[src/rtl/inst_fetch_queue.sv]
// Decoupled instruction-fetch queue: sequential fetch with bounded in-flight requests, DEPTH-entry response FIFO, redirect flush.
// Optional macro FETCH_QUEUE_BYPASS_EN forwards a live response straight to the output when the queue is empty.
module inst_fetch_queue #(
    parameter int unsigned          DATA_SIZE       = 32,
    parameter int unsigned          DEPTH           = 4,
    parameter int unsigned          MAX_OUTSTANDING = 2,
    parameter logic [DATA_SIZE-1:0] RESET_PC        = '0
) (
    input  logic                   clock,
    input  logic                   reset,
    input  logic                   redirect_en,
    input  logic [DATA_SIZE-1:0]   redirect_pc,
    output logic                   inst_mem_req_valid,
    input  logic                   inst_mem_req_ready,
    output logic [DATA_SIZE-1:0]   inst_mem_addr,
    input  logic                   inst_mem_rsp_valid,
    input  logic [31:0]            inst_mem_rsp_data,
    output logic                   out_valid,
    input  logic                   out_ready,
    output logic [31:0]            out_inst,
    output logic [DATA_SIZE-1:0]   out_pc,
    output logic [DATA_SIZE-1:0]   out_pc_plus_4,
    output logic [$clog2(DEPTH):0] count
);
    localparam int unsigned PW = $clog2(DEPTH);
    localparam int unsigned CW = PW + 1;
    localparam int unsigned OW = $clog2(MAX_OUTSTANDING + 1);
    localparam int unsigned SW = CW + OW;
    localparam logic [DATA_SIZE-1:0] PC_STEP = DATA_SIZE'(32'd4);

    logic [DATA_SIZE-1:0] fetch_pc_r;
    logic [DATA_SIZE-1:0] rsp_pc_r;
    logic [OW-1:0]        outstanding_r;
    logic [OW-1:0]        discard_r;
    logic [CW-1:0]        count_r;
    logic [PW-1:0]        wr_ptr_r;
    logic [PW-1:0]        rd_ptr_r;
    logic [31:0]          inst_q_r [DEPTH];
    logic [DATA_SIZE-1:0] pc_q_r   [DEPTH];
    logic [DATA_SIZE-1:0] pc4_q_r  [DEPTH];

    logic [SW-1:0]        live_s;
    logic                 req_valid_s;
    logic                 req_fire_s;
    logic                 rsp_take_s;
    logic                 rsp_drop_s;
    logic                 rsp_keep_s;
    logic                 head_valid_s;
    logic                 bypass_s;
    logic                 push_s;
    logic                 pop_s;
    logic [OW-1:0]        outstanding_nxt_s;
    logic [OW-1:0]        discard_nxt_s;
    logic [CW-1:0]        count_nxt_s;
    logic [DATA_SIZE-1:0] redirect_base_s;

    assign redirect_base_s = {redirect_pc[DATA_SIZE-1:2], 2'b00};
    assign inst_mem_addr   = fetch_pc_r;
    assign inst_mem_req_valid = req_valid_s;
    assign count           = count_r;

    // Request credit: every live (non-stale) in-flight request already owns a queue slot.
    always_comb begin
        live_s = SW'(count_r) + SW'(outstanding_r) - SW'(discard_r);
        if (!reset || redirect_en) begin
            req_valid_s = 1'b0;
        end else begin
            req_valid_s = (outstanding_r < OW'(MAX_OUTSTANDING)) && (live_s < SW'(DEPTH));
        end
        req_fire_s = req_valid_s && inst_mem_req_ready;
    end

    // Response classification; a response with nothing outstanding is spurious and ignored.
    always_comb begin
        rsp_take_s   = inst_mem_rsp_valid && (outstanding_r != {OW{1'b0}});
        rsp_drop_s   = rsp_take_s && (discard_r != {OW{1'b0}});
        rsp_keep_s   = rsp_take_s && (discard_r == {OW{1'b0}}) && !redirect_en;
        head_valid_s = (count_r != {CW{1'b0}});
    end

    // Head presentation to ID.
    always_comb begin
`ifdef FETCH_QUEUE_BYPASS_EN
        bypass_s = rsp_keep_s && !head_valid_s;
        if (bypass_s) begin
            out_inst      = inst_mem_rsp_data;
            out_pc        = rsp_pc_r;
            out_pc_plus_4 = rsp_pc_r + PC_STEP;
        end else begin
            out_inst      = inst_q_r[rd_ptr_r];
            out_pc        = pc_q_r[rd_ptr_r];
            out_pc_plus_4 = pc4_q_r[rd_ptr_r];
        end
`else
        bypass_s      = 1'b0;
        out_inst      = inst_q_r[rd_ptr_r];
        out_pc        = pc_q_r[rd_ptr_r];
        out_pc_plus_4 = pc4_q_r[rd_ptr_r];
`endif
        out_valid = head_valid_s || bypass_s;
        push_s    = rsp_keep_s && !(bypass_s && out_ready);
        pop_s     = head_valid_s && out_ready && !redirect_en;
    end

    // Next-state for credit counters and occupancy; redirect marks every remaining in-flight response stale.
    always_comb begin
        outstanding_nxt_s = outstanding_r;
        discard_nxt_s     = discard_r;
        count_nxt_s       = count_r;
        if (redirect_en) begin
            outstanding_nxt_s = outstanding_r - OW'(rsp_take_s);
            discard_nxt_s     = outstanding_r - OW'(rsp_take_s);
            count_nxt_s       = {CW{1'b0}};
        end else begin
            case ({req_fire_s, rsp_take_s})
                2'b10:   outstanding_nxt_s = outstanding_r + OW'(1'b1);
                2'b01:   outstanding_nxt_s = outstanding_r - OW'(1'b1);
                default: outstanding_nxt_s = outstanding_r;
            endcase
            if (rsp_drop_s) begin
                discard_nxt_s = discard_r - OW'(1'b1);
            end else begin
                discard_nxt_s = discard_r;
            end
            case ({push_s, pop_s})
                2'b10:   count_nxt_s = count_r + CW'(1'b1);
                2'b01:   count_nxt_s = count_r - CW'(1'b1);
                default: count_nxt_s = count_r;
            endcase
        end
    end

    // Control state: PCs, counters and pointers.
    always_ff @(posedge clock or negedge reset) begin
        if (!reset) begin
            fetch_pc_r    <= RESET_PC;
            rsp_pc_r      <= RESET_PC;
            outstanding_r <= {OW{1'b0}};
            discard_r     <= {OW{1'b0}};
            count_r       <= {CW{1'b0}};
            wr_ptr_r      <= {PW{1'b0}};
            rd_ptr_r      <= {PW{1'b0}};
        end else begin
            outstanding_r <= outstanding_nxt_s;
            discard_r     <= discard_nxt_s;
            count_r       <= count_nxt_s;
            if (redirect_en) begin
                fetch_pc_r <= redirect_base_s;
                rsp_pc_r   <= redirect_base_s;
                wr_ptr_r   <= {PW{1'b0}};
                rd_ptr_r   <= {PW{1'b0}};
            end else begin
                if (req_fire_s) begin
                    fetch_pc_r <= fetch_pc_r + PC_STEP;
                end
                if (rsp_keep_s) begin
                    rsp_pc_r <= rsp_pc_r + PC_STEP;
                end
                if (push_s) begin
                    wr_ptr_r <= wr_ptr_r + PW'(1'b1);
                end
                if (pop_s) begin
                    rd_ptr_r <= rd_ptr_r + PW'(1'b1);
                end
            end
        end
    end

    // Queue storage; pc_plus_4 is precomputed so the head fields leave straight from registers.
    always_ff @(posedge clock or negedge reset) begin
        if (!reset) begin
            for (int unsigned i = 0; i < DEPTH; i++) begin
                inst_q_r[i] <= 32'd0;
                pc_q_r[i]   <= {DATA_SIZE{1'b0}};
                pc4_q_r[i]  <= {DATA_SIZE{1'b0}};
            end
        end else if (push_s) begin
            inst_q_r[wr_ptr_r] <= inst_mem_rsp_data;
            pc_q_r[wr_ptr_r]   <= rsp_pc_r;
            pc4_q_r[wr_ptr_r]  <= rsp_pc_r + PC_STEP;
        end
    end

endmodule

[config.mk]
export PLATFORM = sky130hd
export DESIGN_NAME = inst_fetch_queue
export DESIGN_NICKNAME = d
export VERILOG_FILES = /design/src/rtl/inst_fetch_queue.sv
export SDC_FILE = /design/constraint.sdc
export NUM_CORES = 1
export LEC_CHECK = 0
export ABC_AREA = 1
export BUFFER_PORTS_ARGS = -buffer_cell sky130_fd_sc_hd__buf_2
export CAP_MARGIN = 20
export CORE_ASPECT_RATIO = 1.25
export CORE_MARGIN = 10
export CORE_UTILIZATION = 56
export DETAILED_ROUTE_END_ITERATION = 10
export PLACE_DENSITY_LB_ADDON = 0.08
export SLEW_MARGIN = 20
export SYNTH_ARGS = -nofsm -noshare
export SYNTH_HDL_FRONTEND = slang
export SYNTH_SLANG_ARGS = --single-unit
[constraint.sdc]
create_clock -name clock -period 3.3 [get_ports clock]
set_clock_uncertainty 0.05 [all_clocks]
set_input_delay 0.495 -clock clock [delete_from_list [all_inputs] [get_ports clock]]
set_output_delay 0.495 -clock clock [all_outputs]
set_load 0.005 [all_outputs]
==> flow_metrics.tcl, run 1 <==
set metrics [dict create \
    grt_pass1_vias 17800 \
    diodes 0 \
    ir_worst_vdd_mv 0.640 \
    cts_sinks 439 \
    dieHeight_um 237 \
    clk_path_buf_depth 3 \
    insertion_delay_ns 0.56 \
    rows 79 \
    avgSynthCellArea_um2 8.33 \
    drcViolationCount 0 \
    yosys.area.top_type_share_pct 52.3 \
    portBuffers 194 \
    critPathKind "reg2out" \
    stdcell_area_um2 23800 \
    status "finished clean" \
    synthTopCellsByArea "dfrtp_1 52%, nand2_1 12%, o21ai_0 8.8%" \
    start_kind "register" \
    worst_pin_slew_ns 0.834 \
    drt_iter0_markers 1506 \
    tns_ns 0 \
    ys_types 38 \
    pwr-share-comb_pct 32.8 \
    power_density_nw_per_um2 786 \
    synth_cells 2524 \
    gr-total-overflow 0 \
    power_mw 18.7 \
    yosysSeqAreaShare_pct 52.3 \
    clockRootBuffer "clkbuf_16" \
    cts_made_buffers 45 \
    slew_headroom_pct 44.4 \
    finalCriticalPeriod_ns 3.13 \
    h-tree-depth 2 \
    worstPathMaxFanout 74 \
    dr_total_vias 18100 \
    core_area_um2 37200 \
    hold_violations 0 \
    fin_hold_ws_ns 0.156 \
    routed_wl_um 59600 \
    p_int_mw 12.0 \
    maxCapViolCount 0 \
    vias_per_cell 5.67 \
    switching_share_pct 36.0 \
    postRouteAntennaNets 0 \
    power_switching_mw 6.73 \
    required_ns 2.75 \
    end_kind "output pin" \
    ys_seq_elements 439 \
    fin_nets 2752 \
    seq_power_share_pct 40.2 \
    ios 203 \
    clkTransAtPathRegs_ns 0.06 \
    finalNonFillerCells 3186 \
    initial_utilization_pct 56.5 \
    chipWidth_um 193 \
    place_area_um2 22300 \
    arrival_ns 2.59 \
    dpl.hpwl_um 39600 \
    rsz0062_at_grt "no" \
    grt_first_pass_wirelength_um 96600 \
    min_path_type "in2reg" \
    yosysTopAreaCell "dfrtp_1" \
    finalMaxSlewViolations 0 \
    finalCritPeriodShare_pct 94.9 \
    track_usage_pct 25.6 \
    syn_area_um2 21000 \
    fmax_mhz 319 \
    postCtsSetupBuffers 0 \
    place_inst 3106 \
    area_growth_syn_to_layout_pct 13.2 \
    drive_gt1_share_pct 14.5 \
    p_leak_nw 11.8 \
    finalSetupViolCount 0 \
    die_area_um2 45700 \
    globalplace.congestion 0.946 \
    cts_tree "built" \
    wl_per_cell_um 18.7 \
    ys_warn_count 0 \
    first_pass_iters 5 \
    clkPwrFrac_pct 27.1 \
    grt_max_degree 153 \
    grt_antenna_before_repair 0 \
]
## state kept, by name (all words and copies together), names as in the netlist, 3 cells and up
register	count
inst_q_r	128
pc4_q_r	120
pc_q_r	120
inst_mem_addr	30
count	3
rsp_pc_r	30
## cells in the mapped netlist (all sizes together)
cell	count
nor2	248
and2	1
nand3	73
a21oi	4
conb	1
o21bai	3
nand2	698
nand4	12
dfrtp	439
o221ai	8
buf	63
nor3b	1
o211ai	24
inv	156
clkbuf	95
fa	2
clkinv	1
xor2	39
nor3	25
o21ai	517
a31oi	3
o21a	1
or2	1
xnor2	5
ha	12
o22ai	92
## cell type report
cell class / count / area [um2]
Clock buffer: 68 / 1370
Tap cell: 486 / 608
Inverter: 157 / 604
Clock inverter: 11 / 96.3
Fill cell: 3280 / 13400
Sequential cell: 439 / 11000
Multi-Input combinational cell: 1775 / 8510
Timing Repair Buffer: 250 / 1590
## path summary, 6_finish.rpt
kind	startpoint	to	slack, ns	depth (start not counted)
worst max register to register	outstanding_r[1]	outstanding_r[0]	0.59	15
max in group asynchronous	reset	pc4_q_r[25]	1.78	3
worst max-delay path	rd_ptr_r[1]	out_pc_plus_4[23]	0.17	5
worst min register to register	pc4_q_r[71]	pc4_q_r[71]	0.42	2
worst min-delay path	redirect_pc[25]	rsp_pc_r[25]	0.16	3
min in group asynchronous	reset	inst_q_r[66]	0.33	2
## metrics by stage
stage	setup slack (ns)	utilization [%]
6_report	0.168	64.0
5_1_grt	0.0535	64.0
4_1_cts	0.199	64.0
3_5_place_dp	0.539	60.0
3_3_place_gp	0.569	60.0
2_1_floorplan	0.759	-
## logic make-up (layout without fill, tap and decap cells)
kind of cell	count (synthesis)	count (layout)	synth area share (%)
buffers and inverters	315	486	7.29
adders and majority gates	14	14	0.905
and+or+nand+nor	1059	1059	20.1
other	1	6	0.0178
AOI/OAI and AO/OA	652	652	17.5
xor gates and xnor gates	44	44	1.87
DFF	439	439	52.3
## worst max-delay path, cell delays in order, from the launching register on
cell	delay [ns]
dfrtp_2	0.68
inv_2	0.19
buf_12	0.33
o21ai_0	0.18
o22ai_1	0.39
buf_2	0.20
## power by group through the flow
stage	sequential (mW)	clock (mW)	combinational, mW
6_report	7.50	5.06	6.12
5_1_grt	7.66	5.37	6.92
4_1_cts	7.48	5.14	6.21
3_5_place_dp	7.55	0	6.15
3_3_place_gp	7.52	0	6.03
2_1_floorplan	7.35	0	3.77
## layout by cell type (no fill, tap or decap), types with 2 or more instances in the layout
cell type   netlist  final
clkinvlp_4        0      2
nor3_1           24     24
fa_1              2      2
xor2_1           38     38
o211ai_1         24     24
xnor2_1           5      5
o21ai_1          99     99
o21ai_2          50     50
dfrtp_1         439    437
inv_4             0      4
clkbuf_8          0     14
o22ai_1          92     92
a31oi_1           3      3
nor2_1          241    241
nor2_8            4      4
buf_4             9     40
nor2_4            2      2
o221ai_1          8      8
nand2_1         697    697
buf_2             7    193
a21oi_1           4      4
inv_2             5      2
o21ai_0         368    368
inv_1           151    149
nand4_1          12     12
ha_1             12     12
clkbuf_1         95      8
nand3_1          73     73
conb_1            1      6
o21bai_1          3      3
buf_12            0     15
clkinv_2          0      7
clkbuf_16         0     46
## what timing repair did
item | 4_1_cts | 5_1_grt
endpoints found under the hold margin | 20 | 0
hold buffers | 1 | 0
gates resized for setup | 0 | 0
## layer usage
layer  routed length, um  global-route usage (%)  part of all wire [%]  up-vias
li1                    -                       -                     -     8582
met1               25300                    33.4                    42     8768
met2               28300                    41.9                    47      591
met3                3680                    3.99                   6.2      111
met4                2380                    10.5                   4.0        0
met5                   0                       0                     0        -
Power figures use the tool's default switching activity.
==> inputs of run 2 (changes only) <==
==> constraint.sdc (replaced) <==
create_clock -name clock -period 3.8 [get_ports clock]
set_clock_uncertainty 0.05 [all_clocks]
set_input_delay 0.57 -clock clock [delete_from_list [all_inputs] [get_ports clock]]
set_output_delay 0.57 -clock clock [all_outputs]
set_load 0.005 [all_outputs]
==> flow_metrics.tcl, run 2 (synthesis results as in run 1) <==
set metrics [dict create \
    met2_length_um 28500 \
    status "finished clean" \
    gr-total-overflow 0 \
    fin_nets 2729 \
    seq_power_share_pct 40.2 \
    p_int_mw 10.3 \
    ios 203 \
    finalCriticalPeriod_ns 3.11 \
    initial_utilization_pct 56.5 \
    clkTransAtPathRegs_ns 0.06 \
    cts_made_buffers 45 \
    cts_tree "built" \
    crit_path_max_incr_delay_ns 0.52 \
    grt_max_degree 153 \
    worstSetupStartpoint "outstanding_r[1]" \
    finalMaxSlewViolations 0 \
    final_common_cell "nand2_1" \
    clk_path_buf_depth 3 \
    fin_hold_ws_ns 0.206 \
    pwr-share-comb_pct 32.3 \
    diodes 0 \
    required_ns 4.21 \
    dieHeight_um 237 \
    min-delay-start "redirect_pc[8]" \
    h-tree-depth 2 \
    reg2reg_depth 12 \
    chipWidth_um 193 \
    dr_total_vias 18000 \
    min_path_type "in2reg" \
    rrSetupSlack_ns 0.69 \
    dpl.hpwl_um 38300 \
    end_kind "register" \
    path_cells "inv_1 > fa_1 > inv_1 > ha_1 > nand2_1 > nor2_1 > nor2_1 > nand2_1 > nand4_1 > nand2_1 > clkinv_1 > o211ai_1" \
    path_common_cell "nand2_1" \
    drive_gt1_share_pct 13.7 \
    rsz0062_at_grt "no" \
    nFillCells 3252 \
    first_pass_iters 5 \
    area_growth_syn_to_layout_pct 12.1 \
    clkPwrFrac_pct 27.5 \
    wl_per_cell_um 18.7 \
    cts_sinks 439 \
    hold_violations 0 \
    slew_headroom_pct 29.8 \
    maxCapViolCount 0 \
    start_kind "register" \
    routed_wl_um 59200 \
    die_area_um2 45700 \
    drcViolationCount 0 \
    hold_depth 3 \
    power_density_nw_per_um2 685 \
    postRouteAntennaNets 0 \
    drt_iter0_markers 1436 \
    worst_slack_ns 0.691 \
    dr_wl_met3_um 3930 \
    core_area_um2 37200 \
    grt_first_pass_wirelength_um 95100 \
    worst_pin_slew_ns 1.04 \
    grt_antenna_before_repair 0 \
    dr.max_layer_used "met4" \
    wl_met1_um 24800 \
    most-common-layout-cells "697 x nand2_1, 437 x dfrtp_1, 368 x o21ai_0" \
    worstPathMaxFanout 19 \
    postCtsSetupBuffers 0 \
    track_usage_pct 25.3 \
    pre_cts_ws_ns 0.743 \
    rows 79 \
    fmax_mhz 322 \
    power_switching_mw 5.79 \
    r2r-start "outstanding_r[1]" \
    tns_ns 0 \
    finalCritPeriodShare_pct 81.8 \
    largest_reg_flops 128 \
    critPathKind "reg2reg" \
    p_leak_nw 11.7 \
    clockRootBuffer "clkbuf_16" \
    top_register "inst_q_r" \
    arrival_ns 3.52 \
    reg_top3 "inst_q_r x128, pc4_q_r x120, pc_q_r x120" \
    insertion_delay_ns 0.57 \
    ir_worst_vdd_mv 0.479 \
    globalplace.congestion 0.961 \
    portBuffers 194 \
    finalSetupViolCount 0 \
    grt_pass1_vias 17500 \
    switching_share_pct 35.9 \
    vias_per_cell 5.67 \
    critPathSlowestCell "fa_1" \
]
-- run 2: cell types whose count changed in the layout (fill, tap and decap cells not counted), moves of 2 or more --
cell	change
clkinvlp_4	-2
buf_4	-17
clkinv_2	-2
buf_12	-6
clkbuf_1	+3
inv_6	+2
-- run 2: routing by layer --
layer / track usage [%] / vias to the layer above
li1: - / 8522
met1: 32.7 / 8695
met2: 41.7 / 638
met3: 4.47 / 96
met4: 9.44 / 0
met5: 0 / -
-- run 2: power by group through the flow --
stage / Combinational, mW / Sequential (mW) / Clock [mW]
final: 5.21 / 6.48 / 4.44
after global routing: 5.88 / 6.62 / 4.70
after CTS: 5.28 / 6.47 / 4.51
after detailed placement: 5.25 / 6.53 / 0
after global placement: 5.14 / 6.50 / 0
after floorplan: 3.28 / 6.38 / 0
-- run 2: final cells by class --
type / instances / area, um2 / share of cell area, %
clock buffers: 72 / 1410 / 5.99
clock inverters: 9 / 81.3 / 0.345
inverters: 157 / 604 / 2.57
multi-input cells: 1775 / 8510 / 36.2
flip-flops and latches: 439 / 11000 / 46.7
well taps: 486 / 608 / 2.58
repair buffers: 227 / 1340 / 5.71
-- run 2: what timing repair did --
action                    4_1_cts  5_1_grt
gates resized for setup         0        0
hold buffers                    1        0
hold endpoints to repair       11        0
-- run 2: worst paths after layout --
kind,end
setup / recovery,inst_mem_addr[4]
hold / removal,inst_mem_addr[8]
setup reg to reg,inst_mem_addr[4]
hold reg to reg,pc4_q_r[68]
max in group asynchronous,inst_mem_addr[19]
min in group asynchronous,inst_q_r[2]
-- run 2: stage by stage --
stage,power (mW),std cells,area [um2],util [%]
2_1_floorplan,9.66,2529,21000,-
3_3_place_gp,11.6,3083,22100,59.3
3_5_place_dp,11.8,3083,22100,59.3
4_1_cts,16.3,3165,23600,63.4
5_1_grt,17.2,3165,23600,63.4
6_report,16.1,3165,23600,63.4
-- run 2: critical path, delay by kind of cell, from the launching register on --
kind	cells	cell delay (ns)
fa+ha+maj	2	0.81
buf+inv	3	0.70
simple gates	6	0.65
flops	1	0.45
compound gates	1	0.37
==> inputs of run 3 (changes only) <==
--- a/config.mk
+++ b/config.mk
@@ -5,7 +5,7 @@
 export SDC_FILE = /design/constraint.sdc
 export NUM_CORES = 1
 export LEC_CHECK = 0
-export ABC_AREA = 1
+export ABC_AREA = 0
 export BUFFER_PORTS_ARGS = -buffer_cell sky130_fd_sc_hd__buf_2
 export CAP_MARGIN = 20
 export CORE_ASPECT_RATIO = 1.25
==> constraint.sdc (replaced) <==
create_clock -name clock -period 2.9 [get_ports clock]
set_clock_uncertainty 0.05 [all_clocks]
set_input_delay 0.435 -clock clock [delete_from_list [all_inputs] [get_ports clock]]
set_output_delay 0.435 -clock clock [all_outputs]
set_load 0.005 [all_outputs]
==> flow_metrics.tcl, run 3 <==
set metrics [dict create \
    avgSynthCellArea_um2 9.66 \
    cp_top_family "adder cells" \
    rrSetupSlack_ns -0.22 \
    async_flop_share_pct 100 \
    first_pass_iters 5 \
    ys_warn_count 0 \
    h-tree-depth 2 \
    ys_types 55 \
    ys_seq_elements 439 \
    synthTopCellsByArea "dfrtp_1 54%, nand2_1 16%, mux4_2 10%" \
    place_area_um2 22100 \
    violations "negative setup slack" \
    postRouteAntennaNets 0 \
    clkTransAtPathRegs_ns 0.06 \
    worstPathMaxFanout 2 \
    path_cells "inv_2 > fa_1 > inv_1 > ha_1 > nand3b_1 > a211o_1 > and2_4 > nor4b_4 > buf_2" \
    fin_hold_ws_ns 0.0665 \
    nFillCells 2917 \
    area_growth_syn_to_layout_pct 17.0 \
    synthFlopType "dfrtp_1" \
    yosysSeqAreaShare_pct 53.8 \
    finalCritPeriodShare_pct 112 \
    finalSetupViolCount 19 \
    synth_common_cells "866 x nand2_1, 439 x dfrtp_1, 133 x o21ai_0" \
    largest_reg_flops 128 \
    fin_util_pct 66.0 \
    crit_path_max_incr_delay_ns 0.52 \
    die_area_um2 44600 \
    dr_total_vias 16100 \
    dpl.hpwl_um 37100 \
    synth_edf_count 0 \
    routed_wl_um 57500 \
    yosys.area.top_type_share_pct 53.8 \
    worst_pin_slew_ns 0.934 \
    finalCriticalPeriod_ns 3.25 \
    start_kind "register" \
    rows 78 \
    critPathSlowestCell "fa_1" \
    hold_violations 0 \
    vias_per_cell 5.75 \
    critPathKind "reg2out" \
    cts_tree "built" \
    cts_sinks 439 \
    wl_per_cell_um 20.6 \
    clk_path_buf_depth 3 \
    dieHeight_um 234 \
    drive_gt1_share_pct 21.1 \
    maxCapViolCount 0 \
    reg_top3 "inst_q_r x128, pc4_q_r x120, pc_q_r x120" \
    drcViolationCount 0 \
    min_path_type "in2reg" \
    grt_antenna_before_repair 2 \
    cts_made_buffers 45 \
    required_ns 2.41 \
    worst_slack_ns -0.346 \
    core_area_um2 36200 \
    grt_pass1_vias 16500 \
    syn_area_um2 20400 \
    fmax_mhz 308 \
    p_leak_nw 11.7 \
    ios 203 \
    end_kind "output pin" \
    portBuffers 194 \
    drt_iter0_markers 1203 \
    slew_headroom_pct 37.7 \
    clockRootBuffer "clkbuf_16" \
    ir_worst_vdd_mv 0.651 \
    synth_most_common_cell "nand2_1" \
    power_density_nw_per_um2 856 \
    synth_cells 2115 \
    top_register "inst_q_r" \
    insertion_delay_ns 0.56 \
    arrival_ns 2.76 \
    fin_nets 2360 \
    finalMaxSlewViolations 0 \
    globalplace.congestion 0.892 \
    gr-total-overflow 0 \
    final_common_cell "nand2_1" \
    crit_buf_inv 3 \
    grt_first_pass_wirelength_um 91100 \
    yosysTopAreaCell "dfrtp_1" \
    stdcell_area_um2 23900 \
    rsz0062_at_grt "yes" \
    tns_ns -1.92 \
    chipWidth_um 191 \
    grt_max_degree 172 \
    status "finished, violations left" \
    initial_utilization_pct 56.4 \
    most-common-layout-cells "862 x nand2_1, 436 x dfrtp_1, 193 x buf_2" \
    track_usage_pct 25.8 \
]
[run 3: cell types whose count changed after synthesis, sizes merged, moves of 92 or more]
cell / previous run / this run
nor2: 248 / 58
nand2: 698 / 866
o22ai: 92 / 0
mux4: 0 / 92
inv: 156 / 29
o21ai: 517 / 133
[run 3: per-layer routing]
layer  up-vias  GRT usage (%)  wire, um
li1       7351              -         -
met1      8069           32.1     22800
met2       526           44.3     29300
met3       107           4.55      3530
met4         0           9.24      1850
met5         -              0         0
[run 3: logic make-up (layout without fill, tap and decap cells)]
group / Yosys count / in the layout / share of synthesized area [%]
AOI/OAI and AO/OA: 227 / 227 / 6.46
xor gates and xnor gates: 70 / 70 / 3.00
adders and majority gates: 14 / 14 / 0.931
buffers and inverters: 187 / 375 / 3.72
DFF: 439 / 439 / 53.8
muxes: 102 / 102 / 10.7
other: 1 / 9 / 0.0184
and+or+nand+nor: 1075 / 1075 / 21.4
[run 3: layout make-up]
| cell class | count | area, um2 | area share [%] |
|---|---|---|---|
| Inverter | 29 | 109 | 0.455 |
| Sequential cell | 439 | 11000 | 46.0 |
| Timing Repair Buffer | 267 | 1710 | 7.13 |
| Tap cell | 480 | 601 | 2.51 |
| Clock inverter | 16 | 193 | 0.806 |
| Multi-Input combinational cell | 1494 | 8970 | 37.5 |
| Clock buffer | 63 | 1320 | 5.54 |
| Antenna cell | 3 | 7.51 | 0.0314 |
[run 3: what timing repair did]
item	CTS	global route
endpoints found under the setup margin	5	29
endpoints found under the hold margin	54	0
setup buffers	3	3
pin swaps	2	12
gates resized for setup	18	39
hold buffers	1	0
[run 3: worst reg2reg max path, delay by kind of cell, from the launching register on]
family                     cells  cell delay [ns]
adders and majority gates      2             0.78
AOI/OAI and AO/OA              3             0.73
and+or+nand+nor                2             0.58
buffers and inverters          5             0.54
DFF                            1             0.36
[run 3: metrics by stage]
stage	instances	setup WS, ns	power, mW
finish	2791	-0.346	20.5
global route	2790	-0.470	21.6
CTS	2786	-0.418	20.5
detailed placement	2704	-0.0424	14.4
global placement	2704	-0.0263	14.2
floorplan	2120	0.0197	11.8
[run 3: report_power, final]
group / total (mW) / switching (mW) / internal [mW]
combinational: 6.16 / 3.13 / 3.03
clock: 5.95 / 2.42 / 3.53
sequential: 8.36 / 0.904 / 7.45
[run 3: final timing paths]
check,start,end,depth (start not counted)
max,count[1],inst_mem_req_valid,9
min reg2reg,pc_q_r[13],pc_q_r[13],2
max reg2reg,count[1],inst_mem_addr[8],12
min in group asynchronous,reset,inst_mem_addr[2],2
max in group asynchronous,reset,inst_q_r[103],4
min,inst_mem_rsp_data[2],inst_q_r[2],3
